## config.mk

```make
export PLATFORM = sky130hd
export DESIGN_NAME = combi_vec_driver
export DESIGN_NICKNAME = d
export VERILOG_FILES = /design/src/rtl/combi_vec_driver.sv
export SDC_FILE = /design/constraint.sdc
export NUM_CORES = 1
export LEC_CHECK = 0
export ABC_AREA = 1
export CORE_UTILIZATION = 54
export DETAILED_ROUTE_END_ITERATION = 12
export GPL_ROUTABILITY_DRIVEN = 1
export HOLD_SLACK_MARGIN = 0.05
export PLACE_DENSITY = 0.77
export SYNTH_ARGS = -nofsm -noshare
export SYNTH_HDL_FRONTEND = slang
export SYNTH_SLANG_ARGS = --single-unit
```

## constraint.sdc

```tcl
create_clock -name clk -period 2.3 [get_ports clk]
set_clock_uncertainty 0.2 [all_clocks]
set_input_delay 0.46 -clock clk [delete_from_list [all_inputs] [get_ports clk]]
set_output_delay 0.46 -clock clk [all_outputs]
set_load 0.1 [all_outputs]
```

## src/rtl/combi_vec_driver.sv

```systemverilog
// Vector driver for combi_logic: replays a preloaded operand table, holds each
// vector HOLD cycles, captures the result into a readback buffer and keeps a running sum.
module combi_vec_driver #(
  parameter int ADDR_W = 3,
  parameter int HOLD   = 2
) (
  input  logic              clk,
  input  logic              rst,
  input  logic              wr_en,
  input  logic [ADDR_W-1:0] wr_addr,
  input  logic [3:0]        wr_a,
  input  logic [3:0]        wr_b,
  input  logic [7:0]        wr_c,
  input  logic [ADDR_W:0]   num_vec,
  input  logic              start,
  output logic [3:0]        a_out,
  output logic [3:0]        b_out,
  output logic [7:0]        c_out,
  input  logic [7:0]        result_in,
  input  logic [ADDR_W-1:0] rd_addr,
  output logic [7:0]        rd_data,
  output logic              busy,
  output logic              done,
  output logic [7:0]        sum
);

  localparam int DEPTH = 2 ** ADDR_W;
  localparam logic [3:0] HOLD_LAST = 4'(HOLD - 1);
  localparam logic [ADDR_W:0] DEPTH_N = (ADDR_W + 1)'(DEPTH);

  typedef enum logic {IDLE, DRIVE} state_t;

  state_t            state_q, state_d;
  logic [15:0]       tbl_q  [DEPTH];
  logic [7:0]        rbuf_q [DEPTH];
  logic [3:0]        a_q, b_q;
  logic [7:0]        c_q, rd_q, sum_q;
  logic              busy_q, done_q;
  logic [ADDR_W-1:0] idx_q;
  logic [3:0]        hold_q;
  logic [ADDR_W:0]   n_q;

  logic              accept, zero_run, cap, last, wr_ok;
  logic [ADDR_W:0]   n_sel;
  logic [15:0]       vec0, vec_next;

  assign wr_ok = wr_en && (state_q == IDLE);
  assign n_sel = (num_vec > DEPTH_N) ? DEPTH_N : num_vec;
  // A write to entry 0 in the start cycle must be visible to the first vector.
  assign vec0     = (wr_en && (wr_addr == '0)) ? {wr_a, wr_b, wr_c} : tbl_q[0];
  assign vec_next = tbl_q[idx_q + 1'b1];

  always_comb begin
    state_d  = state_q;
    accept   = 1'b0;
    zero_run = 1'b0;
    cap      = 1'b0;
    last     = 1'b0;
    case (state_q)
      IDLE: begin
        if (start) begin
          if (num_vec == '0) begin
            zero_run = 1'b1;
          end else begin
            accept  = 1'b1;
            state_d = DRIVE;
          end
        end
      end
      DRIVE: begin
        if (hold_q == HOLD_LAST) begin
          cap = 1'b1;
          if (({1'b0, idx_q} + 1'b1) >= n_q) begin
            last    = 1'b1;
            state_d = IDLE;
          end
        end
      end
      default: state_d = IDLE;
    endcase
  end

  always_ff @(posedge clk or negedge rst) begin
    if (!rst) state_q <= IDLE;
    else      state_q <= state_d;
  end

  always_ff @(posedge clk or negedge rst) begin
    if (!rst) begin
      for (int unsigned i = 0; i < DEPTH; i++) begin
        tbl_q[i]  <= '0;
        rbuf_q[i] <= '0;
      end
      a_q    <= '0;
      b_q    <= '0;
      c_q    <= '0;
      rd_q   <= '0;
      sum_q  <= '0;
      busy_q <= 1'b0;
      done_q <= 1'b0;
      idx_q  <= '0;
      hold_q <= '0;
      n_q    <= '0;
    end else begin
      rd_q <= rbuf_q[rd_addr];
      if (wr_ok) tbl_q[wr_addr] <= {wr_a, wr_b, wr_c};

      if (zero_run) begin
        done_q <= 1'b1;
        sum_q  <= '0;
      end

      if (accept) begin
        n_q               <= n_sel;
        idx_q             <= '0;
        hold_q            <= '0;
        {a_q, b_q, c_q}   <= vec0;
        sum_q             <= '0;
        done_q            <= 1'b0;
        busy_q            <= 1'b1;
      end

      if (state_q == DRIVE) begin
        if (cap) begin
          rbuf_q[idx_q] <= result_in;
          sum_q         <= sum_q + result_in;
          hold_q        <= '0;
          if (last) begin
            {a_q, b_q, c_q} <= '0;
            busy_q          <= 1'b0;
            done_q          <= 1'b1;
          end else begin
            idx_q           <= idx_q + 1'b1;
            {a_q, b_q, c_q} <= vec_next;
          end
        end else begin
          hold_q <= hold_q + 1'b1;
        end
      end
    end
  end

  assign a_out   = a_q;
  assign b_out   = b_q;
  assign c_out   = c_q;
  assign rd_data = rd_q;
  assign busy    = busy_q;
  assign done    = done_q;
  assign sum     = sum_q;

endmodule
```

==> metrics.yaml <==
final_layout:
  finalNetCount: 1581
  antenna_cells: 0
  area_delta_synth_final_pct: 18.96
  drive_gt1_frac: 0.09561
  fillers: 1688
logic_synthesis:
  syn-num-nets: 1508
  synth_cells: 1455
  synth_seq_cells: 238
  async_flop_share: 1.000
  syn-cell-area_mm2: 0.01141
  synthTopCellsByArea: "dfrtp_1 (52%), nand2_1 (15%), o21ai_0 (11%)"
  netlist_top_cells_count: "nand2_1 (468), o21ai_0 (257), dfrtp_1 (238)"
  avgSynthCellArea_um2: 7.843
  synthFlopType: "dfrtp_1"
  synth_edf_count: 0
  ys_types: 32
  yosys.area.top_type_share: 0.5219
  synthMostInstantiatedCell: "nand2_1"
  yosysTopAreaCell: "dfrtp_1"
  yosysWarnings: 0
  ys_seq_area_frac: 0.5219
clocking:
  numCtsBuffers: 26
  htreeDepth: 1
  path_clk_slew_ps: 60
  worstSkewPairLatency_ps: 520
  cts.path.max_buffers: 3
  cts.sinks: 238
  cts_tree: "yes"
  cts_setup_buffers: 0
  cts_root_buf: "clkbuf_16"
timing:
  fmax_mhz: 457.4
  fin_ws_ps: 113.7
  fin_crit_sh: 0.9506
  rsz0062_at_grt: "no"
  slew_headroom: 0.5843
  final_hold_viol_count: 0
  drv_slew: 0
  period_needed_ps: 2186
  worst_slew_pin_slew_ps: 622.9
  setup_viol: 0
floorplan:
  initial_core_util: 0.5568
  die_y_um: 147.4
  die_area_mm2: 0.02172
  rows: 52
  num_io_pins: 72
  dieWidth_um: 147.4
  coreArea_mm2: 0.02049
global_route:
  grtUsageTotal: 0.2769
  antenna_found_initial: 0
  grt-ovfl-total: 0
  grt_max_degree: 66
  grt_first_pass_wirelength_um: 47960
  grt_pass1_vias: 9465
placement:
  gp_congestion: 0.8398
  dp_slack_ps: -14.14
  hpwl_um: 18170
  port_buffers: 71
critical_path:
  worstSetupPathDepth: 8
  arrival_ps: 2420
  startpoint_type: "flop"
  cp_num_buf_inv: 1
  criticalPathCategory: "reg2reg"
  r2r_slack_ps: 110
  r2r_end: "c_out[2]"
  worstRegToRegCells: 8
  cp-end-kind: "flop"
  crit_family: "adder cells"
  cp.required_ps: 2530
  r2r_start: "idx_q[0]"
  slowest_delay_ps: 440
  crit_path_cell_trace: "ha_1, ha_1, o21ai_0, nand2_1, nand2_1, nand3_2, buf_4, o21ai_0"
  crit_slowest_cell: "dfrtp_2"
  critPathMaxFanout: 5
detailed_routing:
  routed_wl_um: 29260
  ant_nets: 0
  drc: 0
  first_pass_iters: 7
  viasPerCell: 5.476
  drtIter0Drc: 785
  routedWlPerCell_um: 16.09
  num_vias: 9956
power_and_ir_drop:
  p_seq_frac: 0.345
  switching_share: 0.4364
  p_leak_nw: 6.629
  power_w: 0.02030
  p_switching_w: 0.008858
  intPower_w: 0.01144
  pwr-share-clk: 0.207
  ir_drop_v: 0.0007155
  p_per_area_mw_per_mm2: 1495
  power_frac_comb: 0.448
worst_hold_path:
  hp-class: "in2async"
flow_run:
  max-cap-violations: 0
status:
  status: "finished clean"
metal layers:
metal | GRT usage | routed length, µm | vias up
met5 | 0 | 0 | -
met4 | 0.07371 | 649 | 0
met3 | 0.02981 | 1797 | 53
met2 | 0.4686 | 14310 | 355
met1 | 0.3805 | 12500 | 4734
li1 | - | - | 4814
what timing repair did:
item	in CTS	in global routing
endpoints found under the setup margin	0	15
hold buffers	1	0
resized for setup	0	5
endpoints found under the hold margin	104	0
cells by family (layout without fill, tap and decap cells):
logic type,count (synthesis),in the layout,synth area share
and+or+nand+nor,680,680,0.2441
AOI/OAI and AO/OA,310,310,0.1370
adders and majority gates,15,15,0.01711
xor gates and xnor gates,6,6,0.006251
buffers and inverters,206,299,0.07368
DFF,238,238,0.5219
power by group through the flow:
stage	sequential [W]	combinational (W)	clock, W
after CTS	0.00698	0.00899	0.00426
after floorplan	0.00851	0.00492	0
final	0.00701	0.00909	0.00420
after global routing	0.00718	0.0101	0.00445
after global placement	0.00695	0.00866	0
after detailed placement	0.00702	0.00891	0
worst max-delay path by stage:
stage                 start       end
2_1_floorplan      idx_q[0]  a_out[2]
3_3_place_gp   result_in[0]    sum[6]
3_5_place_dp   result_in[0]    sum[6]
4_1_cts            idx_q[0]  c_out[2]
5_1_grt            idx_q[0]  a_out[1]
6_report           idx_q[0]  c_out[2]
per-stage QoR:
stage	hold WS, ps	setup TNS [ps]	cells	cell area [µm²]	utilization
floorplan	-35.59	0	1455	11410	-
global route	288.5	0	1818	13570	0.6623
finish	256.7	0	1818	13570	0.6623
global placement	216.9	-3.367	1769	12660	0.6178
detailed placement	217.4	-20.04	1769	12660	0.6178
CTS	265.5	0	1818	13560	0.6614
final cells by class:
| type | count | area (µm²) | area share |
|---|---|---|---|
| repair buffers | 125 | 1296 | 0.09549 |
| flip-flops and latches | 238 | 5958 | 0.4389 |
| multi-input cells | 1011 | 4626 | 0.3408 |
| clock buffers | 42 | 822.0 | 0.06056 |
| well taps | 270 | 337.8 | 0.02489 |
| inverters | 126 | 473.0 | 0.03484 |
| clock inverters | 6 | 61.31 | 0.004517 |
sequential cells by signal (all words and copies together), names as in the netlist, 8 cells and up:
name / count
c_out: 8
rbuf_q: 64
rd_data: 8
sum: 8
tbl_q: 128
layout by cell type (no fill, tap or decap), types with 4 or more instances in the layout:
| master | instances |
|---|---|
| nand3_1 | 97 |
| clkbuf_1 | 6 |
| ha_1 | 14 |
| buf_4 | 65 |
| nand3_2 | 4 |
| nand2_1 | 468 |
| a21oi_1 | 37 |
| dfrtp_1 | 236 |
| o21ai_0 | 257 |
| o21ai_1 | 9 |
| clkdlybuf4s50_1 | 36 |
| clkbuf_8 | 9 |
| nand4_1 | 12 |
| buf_12 | 20 |
| inv_1 | 124 |
| clkbuf_16 | 27 |
| nor2_1 | 87 |
Note: power is estimated with default switching activity, not from simulation.
